### config.mk
export PLATFORM = sky130hd
export DESIGN_NAME = ipsxb_fft_rst_seq
export DESIGN_NICKNAME = d
export VERILOG_FILES = /design/src/rtl/ipsxb_fft_rst_seq.sv
export SDC_FILE = /design/constraint.sdc
export NUM_CORES = 1
export LEC_CHECK = 0
export BUFFER_PORTS_ARGS = -buffer_cell sky130_fd_sc_hd__clkbuf_2
export CORE_MARGIN = 3
export CORE_UTILIZATION = 35
export DETAILED_ROUTE_END_ITERATION = 10
export GPL_TIMING_DRIVEN = 0
export PLACE_DENSITY = 0.64
export SYNTH_ARGS = -nofsm -noshare
export SYNTH_HDL_FRONTEND = slang
export SYNTH_SLANG_ARGS = --single-unit
export TNS_END_PERCENT = 20
### constraint.sdc
create_clock -name i_clk -period 1.85 [get_ports i_clk]
set_input_delay 0.0925 -clock i_clk [delete_from_list [all_inputs] [get_ports i_clk]]
set_output_delay 0.0925 -clock i_clk [all_outputs]
set_load 0.02 [all_outputs]
### src/rtl/ipsxb_fft_rst_seq.sv
// Reset synchroniser and sequencer for the FFT core: synchronises the async reset release,
// stretches it, then releases NUM_CH downstream reset domains one after another.
`timescale 1ns/1ps
module ipsxb_fft_rst_seq #(
    parameter int unsigned SYNC_STAGES    = 3,
    parameter int unsigned STRETCH_CYCLES = 16,
    parameter int unsigned NUM_CH         = 4,
    parameter int unsigned CH_GAP         = 8
) (
    input  logic              i_clk,
    input  logic              i_arstn_presync,
    input  logic              i_sw_rst,
    output logic              o_arstn_synced,
    output logic [NUM_CH-1:0] o_rstn_ch,
    output logic              o_all_released,
    output logic              o_busy
);

    localparam int unsigned MAX_CNT = (STRETCH_CYCLES > CH_GAP) ? STRETCH_CYCLES : CH_GAP;
    localparam int unsigned CNT_W   = $clog2(MAX_CNT + 1);
    localparam int unsigned IDX_W   = (NUM_CH > 1) ? $clog2(NUM_CH) : 1;

    generate
        if (SYNC_STAGES < 2 || STRETCH_CYCLES < 1 || NUM_CH < 1 || CH_GAP < 1) begin : g_param_err
            $error("ipsxb_fft_rst_seq: parameter below its legal minimum");
        end
    endgenerate

    typedef enum logic [1:0] {
        StHold,
        StRelease,
        StDone
    } state_t;

    logic [SYNC_STAGES-1:0] r_sync;
    state_t                 r_state;
    state_t                 w_state_nxt;
    logic [CNT_W-1:0]       r_cnt;
    logic [CNT_W-1:0]       w_cnt_nxt;
    logic [IDX_W-1:0]       r_idx;
    logic [IDX_W-1:0]       w_idx_nxt;
    logic [NUM_CH-1:0]      r_rstn_ch;
    logic [NUM_CH-1:0]      w_rstn_ch_nxt;
    logic                   r_all_released;
    logic                   w_all_nxt;
    logic                   r_busy;
    logic                   w_synced;

    assign w_synced = r_sync[SYNC_STAGES-1];

    // Only the release edge is synchronised; assertion goes straight through the async clear.
    always_ff @(posedge i_clk or negedge i_arstn_presync) begin
        if (!i_arstn_presync) begin
            r_sync <= '0;
        end else begin
            r_sync <= {r_sync[SYNC_STAGES-2:0], 1'b1};
        end
    end

    always_ff @(posedge i_clk or negedge i_arstn_presync) begin
        if (!i_arstn_presync) begin
            r_state        <= StHold;
            r_cnt          <= '0;
            r_idx          <= '0;
            r_rstn_ch      <= '0;
            r_all_released <= 1'b0;
            r_busy         <= 1'b1;
        end else begin
            r_state        <= w_state_nxt;
            r_cnt          <= w_cnt_nxt;
            r_idx          <= w_idx_nxt;
            r_rstn_ch      <= w_rstn_ch_nxt;
            r_all_released <= w_all_nxt;
            r_busy         <= ~w_all_nxt;
        end
    end

    always_comb begin
        w_state_nxt   = r_state;
        w_cnt_nxt     = r_cnt;
        w_idx_nxt     = r_idx;
        w_rstn_ch_nxt = r_rstn_ch;
        w_all_nxt     = r_all_released;

        if (i_sw_rst) begin
            // Restart the sequence; the synchroniser chain keeps its value.
            w_state_nxt   = StHold;
            w_cnt_nxt     = '0;
            w_idx_nxt     = '0;
            w_rstn_ch_nxt = '0;
            w_all_nxt     = 1'b0;
        end else begin
            case (r_state)
                StHold: begin
                    if (w_synced) begin
                        if (r_cnt == CNT_W'(STRETCH_CYCLES - 1)) begin
                            w_rstn_ch_nxt[0] = 1'b1;
                            w_cnt_nxt        = '0;
                            if (NUM_CH == 1) begin
                                w_state_nxt = StDone;
                                w_all_nxt   = 1'b1;
                            end else begin
                                w_state_nxt = StRelease;
                                w_idx_nxt   = IDX_W'(1);
                            end
                        end else begin
                            w_cnt_nxt = r_cnt + 1'b1;
                        end
                    end
                end
                StRelease: begin
                    if (r_cnt == CNT_W'(CH_GAP - 1)) begin
                        w_rstn_ch_nxt[r_idx] = 1'b1;
                        w_cnt_nxt            = '0;
                        if (r_idx == IDX_W'(NUM_CH - 1)) begin
                            w_state_nxt = StDone;
                            w_all_nxt   = 1'b1;
                        end else begin
                            w_idx_nxt = r_idx + 1'b1;
                        end
                    end else begin
                        w_cnt_nxt = r_cnt + 1'b1;
                    end
                end
                StDone: begin
                end
                default: begin
                    w_state_nxt = StHold;
                end
            endcase
        end
    end

    assign o_arstn_synced = w_synced;
    assign o_rstn_ch      = r_rstn_ch;
    assign o_all_released = r_all_released;
    assign o_busy         = r_busy;

endmodule
==> summary.txt <==
Setup path
  – Critical Path AT: a little under 2 ns
  – Crit path launch: r_cnt[0]$_DFFE_PN0P_
  – Worst EP required: 2.07 ns
  – FF-to-FF Start: r_cnt[0]$_DFFE_PN0P_
  – Bufs and invs on worst path: 1
  – CP peak stage delay: approximately 0.42 ns
  – CP dominant cell by count: nand2b_1
  – Critical path class: reg -> reg
  – Worst Path Max Fanout: 5
  – Critical path depth in cells: 8
  – CP Launch Type: flop
  – Top delay family on crit path: adder cells
  – CP Capture Type: flop
  – Cell breakdown of the critical path: ha_1 > nand3_1 > inv_1 > ha_2 > nand2b_1 > a21oi_2 > nand2b_1 > a31oi_1
  – Slowest cell on crit path: dfrtp_1
  – Worst reg2reg path depth: 8

Final layout
  – Nets: 114
  – Most frequent cells in the layout: dfrtp_1 (17), a21oi_1 (10), clkbuf_2 (9)
  – Commonest non-fill, non-tap cell in the layout: dfrtp_1
  – Share of cells above drive strength 1: 22.3%
  – # fillers: approximately 260
  – Final Core Density: 42.3%
  – N_diodes: 0
  – Area Growth Syn to Fin: 12.8%

Route
  – DR vias/cell: 5.15
  – DR pass1 iterations: 4
  – First DRT Iteration DRCs: 25
  – Post-Route WL: 1760 microns
  – Vias post-DR: 685
  – Residual DRC: 0
  – Routed wire length per instance: 13.2 microns
  – Antenna viol nets, final: 0

Global route
  – Grt peak-use layer: met2
  – Vias in the first global route: 742
  – GRT Total Usage: 12.9%
  – First-pass GRT wire length: between 3000 and 4000 microns
  – Routing usage on met2: a little over a fifth
  – GR Layer Usage met1: 14.1%
  – Grt met3 use: a little under 3%
  – Initial antenna violation count: 0
  – Largest net degree at the start of global routing: 19
  – Global route overflow: 0

Pwr
  – Leak: 0.519 nW
  – PwrDens: 661 nW/um^2
  – VDD IR max: 0.377 mV

Floorplan
  – Chip Width: 58.0 microns
  – Num ports: 10
  – Core area: 2520 sq um
  – Die ar.: 3360 sq um
  – Initial Util: 37.5%
  – Die Span Y: 58.0 microns
  – Cell row count: 18

STA
  – Min Tclk post-route: 1.74 ns
  – Skew final: ~0.0056 ns
  – Final worst path period share: between 90% and 100%
  – Setup TNS: 0 ns
  – Fin. max-slew vios: 0
  – RSZ-0062 raised after global routing: false
  – Final setup fails: 0
  – Fmax: about 570 MHz
  – Final Hold Viols: 0

Placement
  – PortBufs: 9
  – Gp weighted congestion: 0.792
  – Final HPWL DP: 1320 microns

Synth
  – Average cell area after synthesis: 10.6 sq um
  – Number of synthesized register bits: 18
  – Synth Instances: 89
  – Synth warnings: 0
  – Sequential element share of the synthesized area: 47.8%
  – Net Count, Synth: 99
  – Post-synthesis cell type count: 32
  – Syn Std Cell Area: 945 sq um

Clocking
  – Postcts setup bufs: 0
  – Clk_lat worst skew: 0.30 ns
  – Worst-path clk slew: around 0.10 ns
  – CTS buffer count: 3
  – Htree depth: 1
  – Clock tree root buffer cell: clkbuf_4
  – Clk sinks: 18
  – Clock tree buffer depth: 2
  – CTS tree: done

Worst hold path
  – Worst Hold Launch: i_sw_rst
  – Hold path depth: 4
  – Hold Crit Class: in -> reg

Job
  – Max cap viols: 0

Outcome
  – Outcome: finished, final reports clean
logic make-up (layout without fill, tap and decap cells):
kind of cell	count (synthesis)	count (layout)	share of synthesized area [%]
and+or+nand+nor	31	31	19.5
AOI/OAI and AO/OA	22	22	16.4
DFF	18	18	47.8
buffers and inverters	8	22	3.97
adders and majority gates	7	7	9.27
muxes	2	2	2.65
other	1	1	0.397
final timing paths:
check	slack (ns)	endpoint
worst max-delay path	0.11	r_cnt[2]$_DFFE_PN0P_
worst min-delay path	0.15	o_rstn_ch[0]$_DFFE_PN0P_
worst max register to register	0.11	r_cnt[2]$_DFFE_PN0P_
worst min register to register	0.36	r_sync[2]$_DFF_PN0_
max in group asynchronous	1.26	o_busy$_DFF_PN1_
min in group asynchronous	0.26	o_rstn_ch[0]$_DFFE_PN0P_
timing repair:
item / CTS / global route
gates resized for setup: 0 / 1
endpoints found under the hold margin: 17 / 0
setup endpoints to repair: 0 / 3
hold buffers: 1 / 0
flip-flops by register name (all words and copies together) (netlist names):
| register | count |
|---|---|
| r_cnt | 5 |
| o_rstn_ch | 4 |
| r_sync | 3 |
| r_idx | 2 |
| r_state | 2 |
| o_all_released | 1 |
| o_busy | 1 |
worst min-delay path, cell delays in order:
cell and delay [ns]:
clkbuf_2 0.12, nor2_1 0.06, nand4_1 0.08, o21ai_0 0.07
per-layer routing:
metal | vias to the layer above | wire length (microns) | part of all wire, %
met4 | 0 | 53 | 3.0
met5 | - | 0 | 0
met2 | 21 | 865 | 49
met1 | 324 | 762 | 43
li1 | 335 | - | -
met3 | 5 | 74 | 4.2
per-stage QoR:
stage / instances / total power [mW] / hold slack [ns] / setup slack [ns] / cell area [sq um]
after floorplan: 89 / 0.477 / -0.203 / 0.201 / 945
after global placement: 128 / 0.499 / 0.0546 / 0.0865 / 1030
after detailed placement: 128 / 0.502 / 0.0638 / 0.0353 / 1030
after CTS: 133 / 0.717 / 0.143 / 0.00400 / 1060
after global routing: 133 / 0.750 / 0.188 / 0.00667 / 1070
final: 133 / 0.704 / 0.149 / 0.106 / 1070
cell usage after synthesis:
cell type / count / area [sq um]
clkbuf_1: 1 / 3.75
nand2_1: 7 / 26.3
mux2_4: 1 / 15.0
nor2_1: 6 / 22.5
dfrtp_1: 17 / 425
and2b_1: 1 / 7.51
o21bai_1: 1 / 7.51
and4bb_4: 1 / 16.3
or2b_1: 1 / 7.51
a21oi_1: 10 / 50.1
a21oi_4: 2 / 32.5
o31ai_1: 1 / 7.51
and2b_2: 1 / 8.76
buf_6: 1 / 11.3
ha_1: 7 / 87.6
nand3b_4: 1 / 20.0
mux2i_1: 1 / 10.0
nor3_1: 1 / 5.00
a31oi_1: 2 / 12.5
inv_1: 6 / 22.5
nand2b_1: 3 / 18.8
a311oi_1: 1 / 8.76
conb_1: 1 / 3.75
nand4_1: 2 / 12.5
or2_1: 1 / 6.26
a21oi_2: 1 / 8.76
nand3_1: 5 / 25.0
and2_2: 1 / 7.51
o21ai_0: 2 / 10.0
dfstp_2: 1 / 26.3
a32o_1: 1 / 10.0
a21o_1: 1 / 7.51
final cells by class:
type / instances / area (sq um) / area share, %
multi-input combinational: 63 / 458 / 43.0
timing repair buffer: 10 / 55.1 / 5.16
buffer: 2 / 15.0 / 1.41
tap: 30 / 37.5 / 3.52
inverter: 6 / 22.5 / 2.11
clock buffer: 4 / 26.3 / 2.46
sequential: 18 / 452 / 42.4
power breakdown:
| part | switching [mW] | internal [mW] | leakage (nW) | total, mW |
|---|---|---|---|---|
| registers | 0.0193 | 0.410 | 0.237 | 0.430 |
| clock network | 0.126 | 0.0842 | 0.0150 | 0.210 |
| logic | 0.0371 | 0.0276 | 0.267 | 0.0647 |
| total | 0.182 | 0.522 | 0.519 | 0.704 |
(Power assumes the default switching activity.)
